[src/rtl/lsu_pkg.sv]
// Shared types for the load/store unit: data-memory size encoding, FSM states, request decode helpers.
package lsu_pkg;

    typedef enum logic [1:0] {
        SZ_BYTE = 2'b00,
        SZ_HALF = 2'b01,
        SZ_WORD = 2'b10
    } mem_size_e;

    typedef enum logic [1:0] {
        IDLE,
        ALIGNED,
        BYTE,
        RESP
    } lsu_state_e;

    // Request size 2'b11 is an alias for word.
    function automatic mem_size_e decode_size(input logic [1:0] size);
        return size[1] ? SZ_WORD : mem_size_e'(size);
    endfunction

    function automatic logic is_aligned(input mem_size_e size, input logic [1:0] addr_lo);
        case (size)
            SZ_BYTE: return 1'b1;
            SZ_HALF: return !addr_lo[0];
            default: return addr_lo == 2'b00;
        endcase
    endfunction

endpackage

[src/rtl/load_store_unit_extend.sv]
// Sign/zero extension of an assembled load value (module lsu_extend).
module lsu_extend
    import lsu_pkg::*;
#(
    parameter int unsigned DATA_WIDTH = 32
) (
    input  logic [DATA_WIDTH-1:0] data,
    input  mem_size_e             size,
    input  logic                  is_unsigned,
    output logic [DATA_WIDTH-1:0] ext_c
);

    always_comb begin
        ext_c = data;
        case (size)
            SZ_BYTE: ext_c = is_unsigned ? {{(DATA_WIDTH-8){1'b0}}, data[7:0]}
                                         : {{(DATA_WIDTH-8){data[7]}}, data[7:0]};
            SZ_HALF: ext_c = is_unsigned ? {{(DATA_WIDTH-16){1'b0}}, data[15:0]}
                                         : {{(DATA_WIDTH-16){data[15]}}, data[15:0]};
            default: ext_c = data;
        endcase
    end

endmodule

[src/rtl/load_store_unit.sv]
// Load/store unit: aligned accesses in one memory cycle; misaligned ones split into byte
// accesses when LSU_MISALIGN_EN is defined, otherwise rejected with resp_err_o.
module load_store_unit
    import lsu_pkg::*;
#(
    parameter int unsigned DATA_WIDTH = 32
) (
    input  logic                  clk,
    input  logic                  rst,
    input  logic                  req_valid_i,
    output logic                  req_ready_o,
    input  logic                  req_write_i,
    input  logic [1:0]            req_size_i,
    input  logic                  req_unsigned_i,
    input  logic [DATA_WIDTH-1:0] req_addr_i,
    input  logic [DATA_WIDTH-1:0] req_wdata_i,
    output logic                  resp_valid_o,
    output logic [DATA_WIDTH-1:0] resp_rdata_o,
    output logic                  resp_err_o,
    output logic                  mem_read_o,
    output logic                  mem_write_o,
    output logic [1:0]            mem_size_o,
    output logic                  mem_unsigned_o,
    output logic [DATA_WIDTH-1:0] mem_addr_o,
    output logic [DATA_WIDTH-1:0] mem_wdata_o,
    input  logic [DATA_WIDTH-1:0] mem_rdata_i
);

    lsu_state_e state;
    mem_size_e  req_size;
    logic       req_aligned;

    assign req_size    = decode_size(req_size_i);
    assign req_aligned = is_aligned(req_size, req_addr_i[1:0]);

`ifdef LSU_MISALIGN_EN
    logic [1:0]            k;
    logic [1:0]            k_next_c;
    logic                  last_byte_c;
    mem_size_e             lat_size;
    logic                  lat_unsigned;
    logic [DATA_WIDTH-1:0] lat_addr;
    logic [DATA_WIDTH-1:0] lat_wdata;
    logic [DATA_WIDTH-1:0] asm_q;
    logic [DATA_WIDTH-1:0] asm_next_c;
    logic [DATA_WIDTH-1:0] ext_c;

    // Assembly register including the byte returned this cycle.
    always_comb begin
        asm_next_c = asm_q;
        asm_next_c[{k, 3'b000} +: 8] = mem_rdata_i[7:0];
        last_byte_c = (k == ((lat_size == SZ_HALF) ? 2'd1 : 2'd3));
        k_next_c    = k + 2'd1;
    end

    lsu_extend #(.DATA_WIDTH(DATA_WIDTH)) u_extend (
        .data        (asm_next_c),
        .size        (lat_size),
        .is_unsigned (lat_unsigned),
        .ext_c       (ext_c)
    );
`endif

    always_ff @(posedge clk) begin
        if (rst) begin
            state          <= IDLE;
            req_ready_o    <= 1'b1;
            resp_valid_o   <= 1'b0;
            resp_err_o     <= 1'b0;
            resp_rdata_o   <= '0;
            mem_read_o     <= 1'b0;
            mem_write_o    <= 1'b0;
            mem_size_o     <= SZ_BYTE;
            mem_unsigned_o <= 1'b0;
            mem_addr_o     <= '0;
            mem_wdata_o    <= '0;
`ifdef LSU_MISALIGN_EN
            k              <= 2'd0;
            asm_q          <= '0;
            lat_size       <= SZ_BYTE;
            lat_unsigned   <= 1'b0;
            lat_addr       <= '0;
            lat_wdata      <= '0;
`endif
        end else begin
            case (state)
                IDLE: begin
                    if (req_valid_i && req_ready_o) begin
                        req_ready_o <= 1'b0;
`ifdef LSU_MISALIGN_EN
                        lat_size     <= req_size;
                        lat_unsigned <= req_unsigned_i;
                        lat_addr     <= req_addr_i;
                        lat_wdata    <= req_wdata_i;
`endif
                        if (req_aligned) begin
                            state          <= ALIGNED;
                            mem_read_o     <= !req_write_i;
                            mem_write_o    <= req_write_i;
                            mem_size_o     <= req_size;
                            mem_unsigned_o <= req_unsigned_i;
                            mem_addr_o     <= req_addr_i;
                            mem_wdata_o    <= req_write_i ? req_wdata_i : '0;
                        end else begin
`ifdef LSU_MISALIGN_EN
                            state          <= BYTE;
                            k              <= 2'd0;
                            asm_q          <= '0;
                            mem_read_o     <= !req_write_i;
                            mem_write_o    <= req_write_i;
                            mem_size_o     <= SZ_BYTE;
                            mem_unsigned_o <= 1'b1;
                            mem_addr_o     <= req_addr_i;
                            mem_wdata_o    <= req_write_i ? DATA_WIDTH'(req_wdata_i[7:0]) : '0;
`else
                            state        <= RESP;
                            resp_valid_o <= 1'b1;
                            resp_err_o   <= 1'b1;
                            resp_rdata_o <= '0;
`endif
                        end
                    end
                end
                ALIGNED: begin
                    state          <= RESP;
                    resp_valid_o   <= 1'b1;
                    resp_err_o     <= 1'b0;
                    resp_rdata_o   <= mem_write_o ? '0 : mem_rdata_i;
                    mem_read_o     <= 1'b0;
                    mem_write_o    <= 1'b0;
                    mem_size_o     <= SZ_BYTE;
                    mem_unsigned_o <= 1'b0;
                    mem_addr_o     <= '0;
                    mem_wdata_o    <= '0;
                end
`ifdef LSU_MISALIGN_EN
                BYTE: begin
                    asm_q <= asm_next_c;
                    if (last_byte_c) begin
                        state          <= RESP;
                        resp_valid_o   <= 1'b1;
                        resp_err_o     <= 1'b0;
                        resp_rdata_o   <= mem_write_o ? '0 : ext_c;
                        mem_read_o     <= 1'b0;
                        mem_write_o    <= 1'b0;
                        mem_size_o     <= SZ_BYTE;
                        mem_unsigned_o <= 1'b0;
                        mem_addr_o     <= '0;
                        mem_wdata_o    <= '0;
                    end else begin
                        k           <= k_next_c;
                        mem_addr_o  <= lat_addr + DATA_WIDTH'(k_next_c);
                        mem_wdata_o <= mem_write_o ? DATA_WIDTH'(lat_wdata[{k_next_c, 3'b000} +: 8]) : '0;
                    end
                end
`endif
                RESP: begin
                    state        <= IDLE;
                    req_ready_o  <= 1'b1;
                    resp_valid_o <= 1'b0;
                    resp_err_o   <= 1'b0;
                end
                default: begin
                    state       <= IDLE;
                    req_ready_o <= 1'b1;
                end
            endcase
        end
    end

endmodule

[config.mk]
export PLATFORM = sky130hd
export DESIGN_NAME = load_store_unit
export DESIGN_NICKNAME = d
export VERILOG_FILES = /design/src/rtl/lsu_pkg.sv /design/src/rtl/load_store_unit_extend.sv /design/src/rtl/load_store_unit.sv
export SDC_FILE = /design/constraint.sdc
export NUM_CORES = 1
export LEC_CHECK = 0
export CORE_ASPECT_RATIO = 0.6
export CORE_MARGIN = 4
export CORE_UTILIZATION = 67
export CTS_BUF_LIST = sky130_fd_sc_hd__clkbuf_4 sky130_fd_sc_hd__clkbuf_8
export DETAILED_ROUTE_END_ITERATION = 16
export DONT_BUFFER_PORTS = 1
export PLACE_DENSITY = 0.83
export SYNTH_ARGS = -nofsm -noshare
export SYNTH_HDL_FRONTEND = slang
export SYNTH_SLANG_ARGS = --single-unit
[constraint.sdc]
create_clock -name clk -period 3.4 [get_ports clk]
set_clock_uncertainty 0.15 [all_clocks]
set_input_delay 0.68 -clock clk [delete_from_list [all_inputs] [get_ports clk]]
set_output_delay 0.68 -clock clk [all_outputs]
set_load 0.05 [all_outputs]
# After elaboration in Yosys (flattened, before gate mapping)
# Cells that the tools add are included.
[op_classes]
n_eq_ne = 6
n_mux = 34
bitwise_logic = 1
n_reduce_logical = 15
[ops]
columns = ["cell", "n"]
rows = [
  ["32-bit two-way mux", 8],
  ["32-bit one-hot mux with 2 select lines", 3],
  ["1-bit one-hot mux with 2 select lines", 6],
  ["3-bit AND reduction", 4],
  ["2-bit two-way mux", 5],
  ["1-bit two-way mux", 9],
  ["2-bit one-hot mux with 2 select lines", 2],
  ["2-bit zero test", 3],
  ["2-bit != test, second input constant", 3],
  ["2-bit by 1-bit == test with 1-bit output, second input constant", 2],
  ["2-bit nonzero test", 2],
  ["1-bit one-hot mux with 3 select lines", 1],
  ["3-bit nonzero test", 1],
  ["2-bit == test, second input constant", 1],
  ["1-bit zero test", 2],
  ["2-bit AND reduction", 1],
  ["2-bit OR reduction", 1],
  ["1-bit logical AND", 1],
  ["1-bit NOT", 1],
]
[word_totals]
output_inout_bits = 104
reg_bits = 106
word_cells = 67

# Depth between registers and ports, before layout
[depth]
word_depth = 6
mapped_depth = 7
ltp_nobuf = 3

# Least setup slack after synthesis
# No wires, ideal clock.
[synth_path]
path_kind = "register -> register"
start = "reg req_ready_o"
end = "reg mem_write_o"
setup_slack_ns = 1.314
setup_ns = 0.121
stages_incl_launch_ff = 6
t_arrival_ns = 1.815
path_cell_list = "dfxtp_1 and3b_1 or3b_1 clkbuf_1 buf_6 mux2_2"
[synth_via]
elab_chain_len = 3
[synth_rtl]
columns = ["element", "line_no", "source"]
rows = [
  ["from (decl)", "load_store_unit.sv:11", "output logic req_ready_o,"],
  ["from (signal assigned)", "load_store_unit.sv:67", "req_ready_o <= 1'b1;"],
  ["from (signal assigned)", "load_store_unit.sv:89", "req_ready_o <= 1'b0;"],
  ["from (signal assigned)", "load_store_unit.sv:159", "req_ready_o <= 1'b1;"],
  ["1-bit logical AND", "load_store_unit.sv:88", "if (req_valid_i && req_ready_o) begin"],
  ["2-bit != test (no line)", "-", ""],
  ["3-bit AND reduction (no line)", "-", ""],
  ["to (signal assigned)", "load_store_unit.sv:99", "mem_write_o <= req_write_i;"],
  ["to (decl)", "load_store_unit.sv:21", "output logic mem_write_o,"],
]
# Every way passes these cells.
# A chain may end at the register's enable or synchronous reset.

# Worst setup path in the final report
[layout_path]
start = "reg req_ready_o"
end = "reg mem_addr_o[19]"
[layout_via]
elab_chain_len = 3
[layout_rtl]
columns = ["element", "line_no", "source"]
rows = [
  ["1-bit logical AND", "load_store_unit.sv:88", ""],
  ["2-bit != test (no line)", "-", ""],
  ["3-bit AND reduction (no line)", "-", ""],
  ["to (signal assigned)", "load_store_unit.sv:102", "mem_addr_o <= req_addr_i;"],
  ["to (decl)", "load_store_unit.sv:24", "output logic [DATA_WIDTH-1:0] mem_addr_o,"],
]
# Every way passes these cells.

==> run_results.csv <==
group,metric,value,unit
yosys,synth.cell_area,4200,um2
place,post-place-ws,1.10,ns
grt,grt_max_degree,79,
die,io_pins,207,
timing,grt_setup_unrepaired,"no",
clock_network,cts-root-buf,"clkbuf_8",
yosys,synth_top_family_by_area,"simple AND/OR/NAND/NOR gates",
route,first_pass_iters,4,
grt,use_met1,29.5,%
place,gp_congestion,0.765,
finish,antenna_cells,0,
timing,tns,0,ns
clock_network,cts.sinks,106,
pwr,leakagePower,1.94,nW
route,drc,0,
critical_path,critPathArrivalTime,2.25,ns
clock_network,cts_hold_buf,0,
grt,grt_pass1_wl,14700,um
route,num_vias,2859,
grt,gr-total-overflow,0,
place,hpwl,6730,um
grt,grt_util_met2,38.7,%
finish,fin_nets,490,
clock_network,cts_max_level,3,
timing,worst_slack,1.24,ns
timing,setup_viol,0,
grt,met3_usage,11.3,%
die,die_w,110,um
yosys,ys_ff_latch,106,
timing,tightest_slew,0.677,ns
grt,antenna_found_initial,0,
yosys,yosys.area_share.simple,20.3,%
min_path,holdCritPathClass,"input port to flop",
min_path,hold_path.startpoint,"rst",
route,wl_per_cell,19.8,um
clock_network,insertion_delay,0.36,ns
clock_network,cts_max_path_buffers,2,
min_path,hold-path-endpoint,"state[1]",
yosys,yosysSeqAreaShare,50.5,%
yosys,syn_area_per_cell,10.4,um2
critical_path,worst-r2r-setup-slack,1.24,ns
critical_path,worstRegToRegCells,5,
yosys,synthMuxAreaShare,16.5,%
yosys,yosys.cell_types.count,30,
critical_path,r2r_end,"mem_addr_o[19]",
finish,most-common-layout-cells,"dfxtp_1, mux2i_1, nand3b_1",
run,max_cap_viol_count,0,
yosys,synth_xor_area_share,0,%
clock_network,ctsResizeCount,0,
timing,post-route-min-period,2.16,ns
clock_network,clk_pin_slew,0.10,ns
min_path,hold_depth,1,
yosys,netlist_instances,405,
finish,area_delta_synth_final,6.05,%
critical_path,worstPathRequired,3.49,ns
critical_path,crit_fanout,19,
timing,hold_slack,0.249,ns
die,die_area,7640,um2
pwr,powerDensity,580,nW/um2
route,drt-total-wl,9410,um
yosys,synth_nets,508,
timing,fin_crit_sh,63.6,%
critical_path,cp-start-kind,"flop",
die,die_h,69.3,um
yosys,synth-adder-area-share,0,%
critical_path,endpoint_kind,"flop",
status,status,"completed",
clock_network,post_cts_buffers,0,
grt,grt_pass1_vias,2786,
critical_path,r2r-start,"req_ready_o",
timing,drv_slew,0,
clock_network,cts_tree,"built",
place,io_buffer_count,0,
route,first_iter_violations,204,
yosys,synth_compound_area_share,8.43,%
die,fp.coreArea,6080,um2
clock_network,cts_buffers,9,
die,initial_core_util,69.0,%
grt,grt-busiest-layer,"met2",
timing,max_freq,463,MHz
route,drtAntennaViolNets,0,
critical_path,path_class,"flop to flop",
finish,final_common_cell,"dfxtp_1",
die,fp-row-count,22,
pwr,max-vdd-ir-drop,0.282,mV
finish,drive_gt1_share,8.42,%
route,vias_per_cell,6.01,
timing,hold_viol_final,0,
grt,grt.total_usage,24.3,%
timing,max_slew_margin,54.6,%
yosys,ys_warn_count,0,
==> power by group <==
part	switching [mW]	internal, mW
Combinational	0.136	0.110
Clock	0.431	0.356
Sequential	0.250	1.30
==> stage by stage <==
| step | utilization [%] | power [mW] | area, um2 | std cells |
|---|---|---|---|---|
| after floorplan | - | 1.78 | 4200 | 405 |
| after global placement | 69.8 | 1.82 | 4250 | 460 |
| after detailed placement | 69.8 | 1.83 | 4250 | 460 |
| after CTS | 73.2 | 2.61 | 4450 | 476 |
| after global routing | 73.2 | 2.69 | 4450 | 476 |
| final | 73.2 | 2.59 | 4450 | 476 |
==> final cells by class <==
| cell class | instances | area, um2 |
|---|---|---|
| repair buffers | 9 | 80.1 |
| clock inverters | 7 | 85.1 |
| fillers | 425 | 1630 |
| clock buffers | 9 | 124 |
| inverters | 1 | 3.75 |
| flip-flops and latches | 106 | 2120 |
| well taps | 84 | 105 |
| multi-input cells | 260 | 1930 |
==> metal layers <==
metal,up-vias,wire [um]
li1,1376,-
met1,1349,3540
met2,121,4550
met3,13,1210
met4,0,120
met5,-,0
==> kinds of logic (layout without fill, tap and decap cells) <==
group           after synthesis  in the layout
simple gates                148            148
flops                       106            106
buf+inv                      39             26
mux                          69             69
compound gates               43             43
==> how the worst max path moves through the flow <==
| stage | from | endpoint | slack, ns | depth (start not counted) |
|---|---|---|---|---|
| 4_1_cts | req_ready_o | mem_addr_o[19] | 1.22 | 5 |
| 3_3_place_gp | req_valid_i | mem_wdata_o[24] | 1.15 | 4 |
| 2_1_floorplan | req_ready_o | mem_write_o | 1.31 | 5 |
| 5_1_grt | req_ready_o | mem_addr_o[24] | 1.15 | 5 |
| 3_5_place_dp | req_valid_i | mem_addr_o[20] | 1.10 | 4 |
| 6_report | req_ready_o | mem_addr_o[19] | 1.24 | 5 |
==> Yosys cell counts <==
library cell,number,area [um2]
a21oi_1,2,10.0
a311oi_1,1,8.76
nand2_1,66,248
inv_1,1,3.75
nor4b_1,1,8.76
a211oi_1,1,7.51
a21boi_0,1,7.51
a211o_1,1,8.76
clkbuf_1,26,97.6
nand2b_1,3,18.8
a31oi_1,1,6.26
or3_1,1,6.26
mux2_2,1,11.3
nor2b_1,1,6.26
dfxtp_1,106,2120
or3b_1,1,8.76
buf_6,3,33.8
nand3b_1,67,503
nor3_1,1,5.00
o21a_1,1,7.51
a21o_1,1,7.51
and2_1,1,6.26
mux2i_1,68,681
nor3b_1,3,22.5
nor2_1,1,3.75
buf_2,9,45.0
and3b_1,1,8.76
or2_2,1,6.26
o21ai_0,2,10.0
a22o_1,32,280
==> state kept, by name, indices dropped and copies added, names as in the netlist <==
| register | count |
|---|---|
| mem_addr_o | 32 |
| mem_read_o | 1 |
| mem_size_o | 2 |
| mem_unsigned_o | 1 |
| mem_wdata_o | 32 |
| mem_write_o | 1 |
| req_ready_o | 1 |
| resp_err_o | 1 |
| resp_rdata_o | 32 |
| resp_valid_o | 1 |
| state | 2 |
==> worst max-delay path, cell delays in order, from the launching register on <==
cell and delay, ns:
dfxtp_1 0.32, buf_4 0.21, and3b_1 0.31, or3b_4 0.58
buf_4 0.30, mux2i_1 0.16
Power figures use the tool's default switching activity.
